### src/rtl/mips_multi_ctrl_v2_if.sv
// Control bundle between the multicycle MIPS controller (master) and the
// datapath/memory side (slave).
interface mips_multi_ctrl_v2_if;
   logic [5:0] op;
   logic [5:0] funct;
   logic       zero;
   logic       mem_ready;
   logic       pcen;
   logic       memwrite;
   logic       irwrite;
   logic       regwrite;
   logic       alusrca;
   logic       iord;
   logic [1:0] memtoreg;
   logic [1:0] regdst;
   logic [1:0] alusrcb;
   logic [1:0] pcsrc;
   logic       zext;
   logic [2:0] alucontrol;
   logic [3:0] state;
   logic       trap;
   logic [1:0] trap_cause;

   modport master (
      input  op, funct, zero, mem_ready,
      output pcen, memwrite, irwrite, regwrite, alusrca, iord, memtoreg,
             regdst, alusrcb, pcsrc, zext, alucontrol, state, trap, trap_cause
   );

   modport slave (
      output op, funct, zero, mem_ready,
      input  pcen, memwrite, irwrite, regwrite, alusrca, iord, memtoreg,
             regdst, alusrcb, pcsrc, zext, alucontrol, state, trap, trap_cause
   );
endinterface

### src/rtl/mips_multi_ctrl_v2.sv
// Multicycle MIPS controller: main FSM, ALU decode, mem_ready wait states with timeout trap.
// Define ILLEGAL_TRAP_EN to trap unsupported opcodes/functs instead of treating them as NOP/add.
module mips_multi_ctrl_v2 #(
   parameter int TIMEOUT = 16,
   parameter int CNT_W   = 5
) (
   input  logic                 clk,
   input  logic                 reset,
   mips_multi_ctrl_v2_if.master bus
);
   typedef enum logic [3:0] {
      S_FETCH   = 4'd0,  S_DECODE  = 4'd1,  S_MEMADR = 4'd2,  S_MEMRD = 4'd3,
      S_MEMWB   = 4'd4,  S_MEMWR   = 4'd5,  S_RTYPEEX = 4'd6, S_RTYPEWB = 4'd7,
      S_BEQEX   = 4'd8,  S_BNEEX   = 4'd9,  S_IMMEX  = 4'd10, S_IMMWB = 4'd11,
      S_JEX     = 4'd12, S_JALEX   = 4'd13, S_ERR    = 4'd14
   } state_e;

   localparam logic [5:0] OP_R    = 6'b000000;
   localparam logic [5:0] OP_J    = 6'b000010;
   localparam logic [5:0] OP_JAL  = 6'b000011;
   localparam logic [5:0] OP_BEQ  = 6'b000100;
   localparam logic [5:0] OP_BNE  = 6'b000101;
   localparam logic [5:0] OP_ADDI = 6'b001000;
   localparam logic [5:0] OP_SLTI = 6'b001010;
   localparam logic [5:0] OP_ANDI = 6'b001100;
   localparam logic [5:0] OP_ORI  = 6'b001101;
   localparam logic [5:0] OP_LW   = 6'b100011;
   localparam logic [5:0] OP_SW   = 6'b101011;

   localparam logic [5:0] F_ADD = 6'b100000;
   localparam logic [5:0] F_SUB = 6'b100010;
   localparam logic [5:0] F_AND = 6'b100100;
   localparam logic [5:0] F_OR  = 6'b100101;
   localparam logic [5:0] F_SLT = 6'b101010;

   localparam logic [2:0] ALU_ADD = 3'b010;
   localparam logic [2:0] ALU_SUB = 3'b110;
   localparam logic [2:0] ALU_AND = 3'b000;
   localparam logic [2:0] ALU_OR  = 3'b001;
   localparam logic [2:0] ALU_SLT = 3'b111;

   localparam logic [1:0] CAUSE_TIMEOUT = 2'b01;
   localparam logic [1:0] CAUSE_ILLEGAL = 2'b10;

   localparam bit               TO_EN   = (TIMEOUT > 0);
   localparam logic [CNT_W-1:0] CNT_LIM = TO_EN ? CNT_W'(TIMEOUT - 1) : '0;

   state_e           state_q, state_d;
   logic [CNT_W-1:0] cnt_q, cnt_d;
   logic             trap_q, trap_d;
   logic [1:0]       cause_q, cause_d;

   logic       wait_st, timeout_hit, pcwrite, imm_zext;
   logic [2:0] r_alu, i_alu;

   always_ff @(posedge clk or posedge reset) begin
      if (reset) begin
         state_q <= S_FETCH;
         cnt_q   <= '0;
         trap_q  <= 1'b0;
         cause_q <= 2'b00;
      end else begin
         state_q <= state_d;
         cnt_q   <= cnt_d;
         trap_q  <= trap_d;
         cause_q <= cause_d;
      end
   end

   always_comb begin
      r_alu = ALU_ADD;
      case (bus.funct)
         F_ADD:   r_alu = ALU_ADD;
         F_SUB:   r_alu = ALU_SUB;
         F_AND:   r_alu = ALU_AND;
         F_OR:    r_alu = ALU_OR;
         F_SLT:   r_alu = ALU_SLT;
         default: r_alu = ALU_ADD;
      endcase
   end

   always_comb begin
      i_alu = ALU_ADD;
      case (bus.op)
         OP_ANDI: i_alu = ALU_AND;
         OP_ORI:  i_alu = ALU_OR;
         OP_SLTI: i_alu = ALU_SLT;
         default: i_alu = ALU_ADD;
      endcase
   end

   assign imm_zext = (bus.op == OP_ANDI) || (bus.op == OP_ORI);

`ifdef ILLEGAL_TRAP_EN
   logic funct_ok;
   assign funct_ok = bus.funct inside {F_ADD, F_SUB, F_AND, F_OR, F_SLT};
`endif

   // Counter only runs while a memory access is stalled; any other cycle clears it.
   assign wait_st     = state_q inside {S_FETCH, S_MEMRD, S_MEMWR};
   assign timeout_hit = TO_EN && wait_st && !bus.mem_ready && (cnt_q == CNT_LIM);
   assign cnt_d       = (wait_st && !bus.mem_ready) ? cnt_q + CNT_W'(1) : '0;

   always_comb begin
      state_d        = state_q;
      trap_d         = trap_q;
      cause_d        = cause_q;
      pcwrite        = 1'b0;
      bus.memwrite   = 1'b0;
      bus.irwrite    = 1'b0;
      bus.regwrite   = 1'b0;
      bus.alusrca    = 1'b0;
      bus.iord       = 1'b0;
      bus.memtoreg   = 2'b00;
      bus.regdst     = 2'b00;
      bus.alusrcb    = 2'b00;
      bus.pcsrc      = 2'b00;
      bus.zext       = 1'b0;
      bus.alucontrol = 3'b000;

      case (state_q)
         S_FETCH: begin
            bus.alusrcb    = 2'b01;
            bus.alucontrol = ALU_ADD;
            bus.irwrite    = bus.mem_ready;
            pcwrite        = bus.mem_ready;
            if (bus.mem_ready) state_d = S_DECODE;
            else if (timeout_hit) begin
               state_d = S_ERR; trap_d = 1'b1; cause_d = CAUSE_TIMEOUT;
            end
         end
         S_DECODE: begin
            bus.alusrcb    = 2'b11;
            bus.alucontrol = ALU_ADD;
            case (bus.op)
               OP_LW, OP_SW:                     state_d = S_MEMADR;
               OP_R:                             state_d = S_RTYPEEX;
               OP_BEQ:                           state_d = S_BEQEX;
               OP_BNE:                           state_d = S_BNEEX;
               OP_ADDI, OP_ANDI, OP_ORI, OP_SLTI: state_d = S_IMMEX;
               OP_J:                             state_d = S_JEX;
               OP_JAL:                           state_d = S_JALEX;
`ifdef ILLEGAL_TRAP_EN
               default: begin
                  state_d = S_ERR; trap_d = 1'b1; cause_d = CAUSE_ILLEGAL;
               end
`else
               // PC is already +4, so an unknown opcode retires as a NOP.
               default:                          state_d = S_FETCH;
`endif
            endcase
         end
         S_MEMADR: begin
            bus.alusrca    = 1'b1;
            bus.alusrcb    = 2'b10;
            bus.alucontrol = ALU_ADD;
            state_d        = (bus.op == OP_LW) ? S_MEMRD : S_MEMWR;
         end
         S_MEMRD: begin
            bus.iord = 1'b1;
            if (bus.mem_ready) state_d = S_MEMWB;
            else if (timeout_hit) begin
               state_d = S_ERR; trap_d = 1'b1; cause_d = CAUSE_TIMEOUT;
            end
         end
         S_MEMWB: begin
            bus.regwrite = 1'b1;
            bus.memtoreg = 2'b01;
            state_d      = S_FETCH;
         end
         S_MEMWR: begin
            bus.iord     = 1'b1;
            bus.memwrite = 1'b1;
            if (bus.mem_ready) state_d = S_FETCH;
            else if (timeout_hit) begin
               state_d = S_ERR; trap_d = 1'b1; cause_d = CAUSE_TIMEOUT;
            end
         end
         S_RTYPEEX: begin
            bus.alusrca    = 1'b1;
            bus.alucontrol = r_alu;
            state_d        = S_RTYPEWB;
`ifdef ILLEGAL_TRAP_EN
            if (!funct_ok) begin
               state_d = S_ERR; trap_d = 1'b1; cause_d = CAUSE_ILLEGAL;
            end
`endif
         end
         S_RTYPEWB: begin
            bus.regwrite = 1'b1;
            bus.regdst   = 2'b01;
            state_d      = S_FETCH;
         end
         S_BEQEX, S_BNEEX: begin
            bus.alusrca    = 1'b1;
            bus.alucontrol = ALU_SUB;
            bus.pcsrc      = 2'b01;
            state_d        = S_FETCH;
         end
         S_IMMEX: begin
            bus.alusrca    = 1'b1;
            bus.alusrcb    = 2'b10;
            bus.alucontrol = i_alu;
            bus.zext       = imm_zext;
            state_d        = S_IMMWB;
         end
         S_IMMWB: begin
            bus.regwrite   = 1'b1;
            bus.alucontrol = i_alu;
            bus.zext       = imm_zext;
            state_d        = S_FETCH;
         end
         S_JEX: begin
            bus.pcsrc = 2'b10;
            pcwrite   = 1'b1;
            state_d   = S_FETCH;
         end
         S_JALEX: begin
            bus.regwrite = 1'b1;
            bus.regdst   = 2'b10;
            bus.memtoreg = 2'b10;
            bus.pcsrc    = 2'b10;
            pcwrite      = 1'b1;
            state_d      = S_FETCH;
         end
         default: state_d = S_ERR;
      endcase

      bus.pcen = pcwrite | ((state_q == S_BEQEX) & bus.zero) | ((state_q == S_BNEEX) & ~bus.zero);
   end

   assign bus.state      = state_q;
   assign bus.trap       = trap_q;
   assign bus.trap_cause = cause_q;
endmodule
### src/flat_wrapper.sv
// flat-port wrapper written by rule: the top's interface ports become plain ports
module mips_multi_ctrl_v2_flat 
#(
   parameter int TIMEOUT = 16,
   parameter int CNT_W   = 5
)
  (clk, reset, bus_op, bus_funct, bus_zero, bus_mem_ready, bus_pcen, bus_memwrite, bus_irwrite, bus_regwrite, bus_alusrca, bus_iord, bus_memtoreg, bus_regdst, bus_alusrcb, bus_pcsrc, bus_zext, bus_alucontrol, bus_state, bus_trap, bus_trap_cause);
  mips_multi_ctrl_v2_if bus_i ();
  input  logic clk;
  input  logic reset;
  input wire logic [$bits(bus_i.op)-1:0] bus_op;
  input wire logic [$bits(bus_i.funct)-1:0] bus_funct;
  input wire logic [$bits(bus_i.zero)-1:0] bus_zero;
  input wire logic [$bits(bus_i.mem_ready)-1:0] bus_mem_ready;
  output wire logic [$bits(bus_i.pcen)-1:0] bus_pcen;
  output wire logic [$bits(bus_i.memwrite)-1:0] bus_memwrite;
  output wire logic [$bits(bus_i.irwrite)-1:0] bus_irwrite;
  output wire logic [$bits(bus_i.regwrite)-1:0] bus_regwrite;
  output wire logic [$bits(bus_i.alusrca)-1:0] bus_alusrca;
  output wire logic [$bits(bus_i.iord)-1:0] bus_iord;
  output wire logic [$bits(bus_i.memtoreg)-1:0] bus_memtoreg;
  output wire logic [$bits(bus_i.regdst)-1:0] bus_regdst;
  output wire logic [$bits(bus_i.alusrcb)-1:0] bus_alusrcb;
  output wire logic [$bits(bus_i.pcsrc)-1:0] bus_pcsrc;
  output wire logic [$bits(bus_i.zext)-1:0] bus_zext;
  output wire logic [$bits(bus_i.alucontrol)-1:0] bus_alucontrol;
  output wire logic [$bits(bus_i.state)-1:0] bus_state;
  output wire logic [$bits(bus_i.trap)-1:0] bus_trap;
  output wire logic [$bits(bus_i.trap_cause)-1:0] bus_trap_cause;
  assign bus_i.op = bus_op;
  assign bus_i.funct = bus_funct;
  assign bus_i.zero = bus_zero;
  assign bus_i.mem_ready = bus_mem_ready;
  assign bus_pcen = bus_i.pcen;
  assign bus_memwrite = bus_i.memwrite;
  assign bus_irwrite = bus_i.irwrite;
  assign bus_regwrite = bus_i.regwrite;
  assign bus_alusrca = bus_i.alusrca;
  assign bus_iord = bus_i.iord;
  assign bus_memtoreg = bus_i.memtoreg;
  assign bus_regdst = bus_i.regdst;
  assign bus_alusrcb = bus_i.alusrcb;
  assign bus_pcsrc = bus_i.pcsrc;
  assign bus_zext = bus_i.zext;
  assign bus_alucontrol = bus_i.alucontrol;
  assign bus_state = bus_i.state;
  assign bus_trap = bus_i.trap;
  assign bus_trap_cause = bus_i.trap_cause;
  mips_multi_ctrl_v2 #(.TIMEOUT(TIMEOUT), .CNT_W(CNT_W)) u_core (.clk(clk), .reset(reset), .bus(bus_i));
endmodule
### config.mk
export PLATFORM = sky130hd
export DESIGN_NAME = mips_multi_ctrl_v2_flat
export DESIGN_NICKNAME = d
export VERILOG_FILES = /design/src/rtl/mips_multi_ctrl_v2_if.sv /design/src/rtl/mips_multi_ctrl_v2.sv /design/src/flat_wrapper.sv
export SDC_FILE = /design/constraint.sdc
export NUM_CORES = 1
export LEC_CHECK = 0
export CAP_MARGIN = 25
export CORE_ASPECT_RATIO = 0.75
export CORE_MARGIN = 5
export CORE_UTILIZATION = 43
export DETAILED_ROUTE_END_ITERATION = 16
export PLACE_DENSITY_LB_ADDON = 0.12
export REMOVE_ABC_BUFFERS = 1
export SLEW_MARGIN = 20
export SYNTH_ARGS = -nofsm -noshare
export SYNTH_HDL_FRONTEND = slang
export SYNTH_SLANG_ARGS = --single-unit
export TNS_END_PERCENT = 100
### constraint.sdc
create_clock -name clk -period 3.7 [get_ports clk]
set_input_delay 0.74 -clock clk [delete_from_list [all_inputs] [get_ports clk]]
set_output_delay 0.74 -clock clk [all_outputs]
set_load 0.02 [all_outputs]
==> metrics.txt, run 1 <==
Synth area leaders dfrtp_1 (24%), nor2_1 (6.9%), nor3_1 (4.3%); Final ANT Viol Nets 0; Crit Path Class in2out; Tcrit/Tclk final 0.902; met3 usage 0.0472; Final HPWL DP 2.09 mm; Vias 1106; PnR worst setup slack 0.363 ns; ys async rst share 1.00; Slew HR 0.406; Post-CTS Resized 0; routed len/inst 14.1 um; Num CTS Buffers 3; IO buf count 39; vias in the first global route 1016; Hold Buf Count CTS 0; drt first-iter violations 55; top-area cell type share of the netlist area 0.242; Total GRT Usage 0.175; PD cells 468 nW/um^2; share of cells above drive strength 1 0.0592; global routing's busiest layer met2; YS warnings 0; pre-CTS setup slack 0.358 ns; Clk pin slew, worst setup/hold paths 0.06 ns; Tightest Hold Check Type reg2reg; post-route setup TNS 0 ns; Core Util, Final 0.625; sequential area share after synthesis 0.242; largest net degree at the start of global routing 31; RSZ-0062 raised after global routing false; Most used DFF post-synth dfrtp_1; worst hold slack 0.465 ns; 1st-pass router iterations 4; startpoint types primary input; core area 2310 sq um; DRT Wirelength 2.87 mm; Worst R2R Start u_core.bus.state[1]; Area growth syn-to-layout 39.3%; H-Tree Depth 1; Leak 0.566 nW; distinct cell type count after synthesis 49; met2 usage 0.283; Final Skew 0.00377 ns; cell area after synthesis 1040 sq um; critical path data arrival time 2.60 ns; Sink Count 10; VDD IR-drop max 0.273 mV; Syn Area/Cell 7.40 sq um; Post-CTS Setup Bufs 0; GR met1 Demand/Resource 0.227; row count 15; Nets 188; global-route wire length before repair 4.66 mm; worst-skew pair later-pin latency 0.27 ns; DIE AREA 3500 sq um; Setup Viol. Count Final 0; Final GP Congestion 0.897; worst slew pin tran 0.891 ns; Post-route DRC 0; Crit Path Max Fanout 8; clk root buf clkbuf_4; post-synth top area cell dfrtp_1; Die H 52.5 um; most common cell after layout, fill and taps aside clkdlybuf4s50_1; most frequent cells in the layout clkdlybuf4s50_1 (39), nor2_1 (19), dfrtp_1 (10); Slew Viols, Final 0; ant diodes 0; synthesized flop and latch total 10; antenna violations before repair 0; CTS Buffer Depth 2; grt total ovfl 0; crit end category output pin; Post-synth EDFFs 0; Worst Path Required 2.96 ns; Die Wd 66.7 um; starting density of the core 0.449; fin crit period 3.34 ns; Peak Freq 300 MHz; Hold Violations, Final 0; Vias/cell 5.45; status finished clean; Max Cap Viol 0; # IOs 41; TritonCTS clock tree yes; critical hold path startpoint u_core.cnt_q[0]; Critical Path Source bus_op[2]; Cells after Synth 140
==> sequential cells by signal, summed over array words and instances, names as in the netlist <==
signal / flops
u_core.cnt_q: 5
u_core.bus.state: 4
u_core.bus.trap: 1
==> final cells by class <==
type                       instances  area (sq um)
clock buffer                       4          36.3
multi-input combinational        109           689
inverter                           5          18.8
sequential                        10           250
tap                               34          42.5
timing repair buffer              41           405
fill                             215           866
==> report_power, final <==
group          leakage [nW]  switching, mW  total [mW]  internal, mW
Sequential            0.136         0.0566       0.186         0.129
Combinational         0.409          0.201       0.390         0.189
Clock                0.0210         0.0397      0.0995        0.0598
Total                 0.566          0.297       0.675         0.378
==> critical path, stage by stage <==
cell             delay, ns
clkdlybuf4s50_1       0.53
nor2_1                0.29
nand4_1               0.14
a21o_1                0.20
o21ai_0               0.07
clkdlybuf4s50_1       0.63
==> final timing paths <==
path | slack [ns] | end | depth (start not counted)
setup / recovery | 0.36 | bus_alucontrol[2] | 6
hold / removal | 0.47 | u_core.cnt_q[0] | 1
hold reg to reg | 0.47 | u_core.cnt_q[0] | 1
min in group asynchronous | 0.74 | u_core.cnt_q[2] | 2
max in group asynchronous | 2.68 | u_core.bus.state[2] | 2
setup reg to reg | 1.61 | u_core.bus.state[1] | 4
==> cells in the mapped netlist (2+ instances only) <==
cell and instances:
o21ai_0 2, o21a_1 2, a221oi_1 2, xor2_1 2
a21o_1 2, nand3b_1 3, xnor2_1 3, nor3_1 9
nand2b_1 5, buf_1 2, clkbuf_1 9, a211oi_1 3
buf_4 2, nand3_1 3, nor2b_1 4, inv_1 5
buf_2 2, a31oi_1 2, nor2_1 19, dfrtp_1 10
and3_1 2, nand2_1 9, ha_1 2, o31ai_1 2
a21oi_1 6, nor3b_1 4, o311ai_0 2
==> routing by layer <==
layer / wire [um] / share of wire
met5: 0 / 0
met4: 31 / 0.011
met3: 155 / 0.054
met2: 1310 / 0.46
met1: 1380 / 0.48
==> per-stage QoR <==
step           instances  instance area, sq um  power, mW
6_report             203                  1440      0.675
3_5_place_dp         199                  1410      0.576
5_1_grt              203                  1440      0.723
3_3_place_gp         199                  1410      0.567
2_1_floorplan        124                   958      0.404
4_1_cts              203                  1440      0.680
==> kinds of logic after synthesis <==
family | synth area share
and+or+nand+nor | 0.368
DFF | 0.242
other | 0.00362
xor gates and xnor gates | 0.0423
AOI/OAI and AO/OA | 0.227
buffers and inverters | 0.0930
adders and majority gates | 0.0242
Note: power is estimated with default switching activity, not from simulation.
==> run 2, diff against run 1 <==
Clock period 3.7 ns to 3.5 ns, I/O delays scaled along.
==> metrics.txt, run 2 (synthesis results as in run 1) <==
worst hold slack 0.463 ns; core area 2310 sq um; ant diodes 0; Final ANT Viol Nets 0; Sink Count 10; Final Skew 0.00633 ns; Clk pin slew, worst setup/hold paths 0.07 ns; drt first-iter violations 52; Nets 190; # IOs 41; Tcrit/Tclk final 0.933; storage element area 250 sq um; Area growth syn-to-layout 40.7%; Slowest Stage Delay on Critical Path 0.63 ns; global routing's busiest layer met2; Total GRT Usage 0.164; Post-Layout Inst Area 1460 sq um; Die H 52.5 um; clk root buf clkbuf_4; slowest CP cell clkdlybuf4s50_1; clock power share 0.145; vias in the first global route 995; Post-CTS Resized 0; Worst Path Required 2.80 ns; Hold Violations, Final 0; Num CTS Buffers 3; # fillers 225; TritonCTS clock tree yes; worst-skew pair later-pin latency 0.27 ns; Psw 0.311 mW; CTS Buffer Depth 2; Crit path depth 5; DRT Wirelength 2.88 mm; max FFs per register 5; IO buf count 39; global-route wire length before repair 4.47 mm; Core Util, Final 0.631; DIE AREA 3500 sq um; share of cells above drive strength 1 0.0702; status finished clean; PD cells 489 nW/um^2; starting density of the core 0.449; crit end category output pin; Bufs and invs on worst path 2; H-Tree Depth 1; row count 15; crit-path leading delay family buffers and inverters; reg2reg path depth 4; most frequent cells in the layout clkdlybuf4s50_1 (39), nor2_1 (19), dfrtp_1 (10); Leak 0.577 nW; internal power 0.402 mW; Hold Buf Count CTS 0; most used cell, CP clkdlybuf4s50_1; Slew HR 0.532; area of the multi-input gates 689 sq um; met3 usage 0.0365; Max Cap Viol 0; Final GP Congestion 0.846; Crit Path Class in2out; grt total ovfl 0; Slew Viols, Final 0; CP Cell Sequence clkdlybuf4s50_1 > nand3b_1 > or4b_1 > o21ai_0 > clkdlybuf4s50_1; Crit Path Max Fanout 2; Flop pwr share 0.268; 1st-pass router iterations 4; most common cell after layout, fill and taps aside clkdlybuf4s50_1; Most flops, register u_core.cnt_q; Post-route DRC 0; routed len/inst 14.1 um; GR met1 Demand/Resource 0.202; Tightest Hold Check Type reg2reg; VDD IR-drop max 0.279 mV; Vias/cell 5.53; startpoint types primary input; Worst Hold Depth 1; Peak Freq 306 MHz; Sw Share 0.436; post-route setup TNS 0 ns; Vias 1134; critical path data arrival time 2.57 ns; Post-CTS Setup Bufs 0; RSZ-0062 raised after global routing false; largest net degree at the start of global routing 27; Tot Pwr 0.713 mW; DP Area 1420 sq um; met2 usage 0.293; antenna violations before repair 0; Die Wd 66.7 um; Setup Viol. Count Final 0; Final HPWL DP 2.16 mm; worst slew pin tran 0.702 ns; fin crit period 3.27 ns; Gate power share 0.587
run 2: worst register-to-register path: cells and delay by family (launching register included):
family             cells  cell delay (ns)
DFF                    1             0.79
AOI/OAI and AO/OA      2             0.29
and+or+nand+nor        2             0.90
run 2: through the flow:
stage | std cells | setup WS, ns
after CTS | 205 | 0.234
final | 205 | 0.234
after detailed placement | 201 | 0.230
after global routing | 205 | 0.136
after floorplan | 124 | 0.739
after global placement | 201 | 0.291
run 2: area by class of cell:
class / count / share of cell area
multi-input combinational: 109 / 0.473
timing repair buffer: 43 / 0.288
sequential: 10 / 0.172
tap: 34 / 0.0292
clock buffer: 4 / 0.0249
inverter: 5 / 0.0129
run 2: metal layers:
metal  vias up  share of wire  routed length [um]
li1        568              -                   -
met1       512           0.43                1250
met2        52           0.48                1390
met4         0         0.0042                  12
met3         2          0.079                 227
met5         -              0                   0
run 2: final timing paths:
kind                                startpoint  slack (ns)                   to
max reg2reg                u_core.bus.state[0]        1.46  u_core.bus.state[2]
min in group asynchronous                reset        0.71      u_core.cnt_q[0]
max                               bus_funct[4]        0.23    bus_alucontrol[2]
min                            u_core.cnt_q[0]        0.46      u_core.cnt_q[0]
min reg2reg                    u_core.cnt_q[0]        0.46      u_core.cnt_q[0]
max in group asynchronous                reset        2.50  u_core.bus.state[0]
run 2: power groups by stage:
stage / logic, mW / clock network [mW] / registers [mW]
floorplan: 0.216 / 0 / 0.212
global placement: 0.413 / 0 / 0.191
CTS: 0.421 / 0.108 / 0.191
global route: 0.450 / 0.113 / 0.198
finish: 0.418 / 0.104 / 0.191
detailed placement: 0.419 / 0 / 0.193
==> run 3, diff against run 2 <==
Settings changed: CORE_MARGIN 5 to default.
==> metrics.txt, run 3 (synthesis results as in run 1) <==
Tot Pwr 0.703 mW; DIE AREA 2610 sq um; crit end category output pin; PD cells 488 nW/um^2; worst slew pin tran 0.718 ns; DRT Wirelength 3.06 mm; vias in the first global route 1051; worst hold slack 0.480 ns; Final Skew 0.000867 ns; H-Tree Depth 1; status finished clean; Hold Violations, Final 0; critical path data arrival time 2.62 ns; Vias 1158; Post-CTS Setup Bufs 0; RSZ-0062 raised after global routing false; routed len/inst 15.1 um; Hold Buf Count CTS 0; Slew Viols, Final 0; Nets 190; # fillers 213; VDD IR-drop max 0.278 mV; Area growth syn-to-layout 39.1%; Worst Path Required 2.80 ns; Peak Freq 302 MHz; Most flops, register u_core.cnt_q; clk root buf clkbuf_4; Final HPWL DP 2.20 mm; Tcrit/Tclk final 0.948; share of cells above drive strength 1 0.0647; Total GRT Usage 0.249; Sink Count 10; Vias/cell 5.73; row count 14; core area 2140 sq um; 1st-pass router iterations 4; Slew HR 0.521; global-route wire length before repair 4.90 mm; post-route setup TNS 0 ns; fin crit period 3.32 ns; Die Wd 58.7 um; startpoint types primary input; worst-skew pair later-pin latency 0.26 ns; drt first-iter violations 64; TritonCTS clock tree yes; # IOs 41; starting density of the core 0.485; IO buf count 39; ant diodes 0; Crit Path Class in2out; Final GP Congestion 0.834; Leak 0.569 nW; Worst Hold Depth 1; most frequent cells in the layout clkdlybuf4s50_1 (39), nor2_1 (19), dfrtp_1 (10); Post-CTS Resized 0; Die H 44.5 um; Final ANT Viol Nets 0; most common cell after layout, fill and taps aside clkdlybuf4s50_1; storage element area 250 sq um; CTS Buffer Depth 2; largest net degree at the start of global routing 27; Clk pin slew, worst setup/hold paths 0.07 ns; grt total ovfl 0; Tightest Hold Check Type reg2reg; area of the multi-input gates 689 sq um; max FFs per register 5; Max Cap Viol 0; Post-route DRC 0; antenna violations before repair 0; Num CTS Buffers 3; Crit Path Max Fanout 8; Setup Viol. Count Final 0; reg2reg path depth 4
-- run 3: changes by cell type in the layout (fill, tap and decap cells not counted), sizes merged --
cell,delta
clkbuf,-1
-- run 3: through the flow --
step | setup slack [ns] | cell area [sq um] | cells | util
2_1_floorplan | 0.739 | 958 | 124 | -
3_5_place_dp | 0.213 | 1420 | 199 | 0.664
4_1_cts | 0.220 | 1440 | 202 | 0.674
5_1_grt | 0.0258 | 1440 | 202 | 0.674
6_report | 0.184 | 1440 | 202 | 0.674
3_3_place_gp | 0.275 | 1420 | 199 | 0.664
-- run 3: per-layer routing --
metal / up-vias / GRT usage / part of all wire
met4: 0 / 0.00952 / 0
met5: - / 0 / 0
met1: 555 / 0.339 / 0.47
met2: 38 / 0.428 / 0.49
li1: 565 / - / -
met3: 0 / 0.0585 / 0.044
-- run 3: critical path: stages --
cell and delay, ns:
clkdlybuf4s50_1 0.55, nor2_1 0.31, nand2_1 0.09, a211oi_1 0.24, o21a_1 0.14, clkdlybuf4s50_1 0.59
-- run 3: power by group --
group | internal [mW] | switching, mW | leakage (nW)
logic | 0.202 | 0.233 | 0.419
clock network | 0.0397 | 0.0395 | 0.0138
registers | 0.137 | 0.0516 | 0.136
total | 0.379 | 0.324 | 0.569
-- run 3: area by class of cell --
cell class / instances / share of cell area
Clock buffer: 3 / 0.0156
Inverter: 5 / 0.0130
Multi-Input combinational cell: 109 / 0.478
Sequential cell: 10 / 0.174
Tap cell: 32 / 0.0278
Timing Repair Buffer: 43 / 0.292
-- run 3: worst paths after layout --
| path | from | end | slack, ns |
|---|---|---|---|
| max | bus_op[2] | bus_alucontrol[0] | 0.18 |
| min | u_core.cnt_q[0] | u_core.cnt_q[0] | 0.48 |
| max reg2reg | u_core.bus.state[0] | u_core.bus.state[1] | 1.45 |
| min reg2reg | u_core.cnt_q[0] | u_core.cnt_q[0] | 0.48 |
| max in group asynchronous | reset | u_core.bus.state[1] | 2.50 |
| min in group asynchronous | reset | u_core.cnt_q[0] | 0.72 |
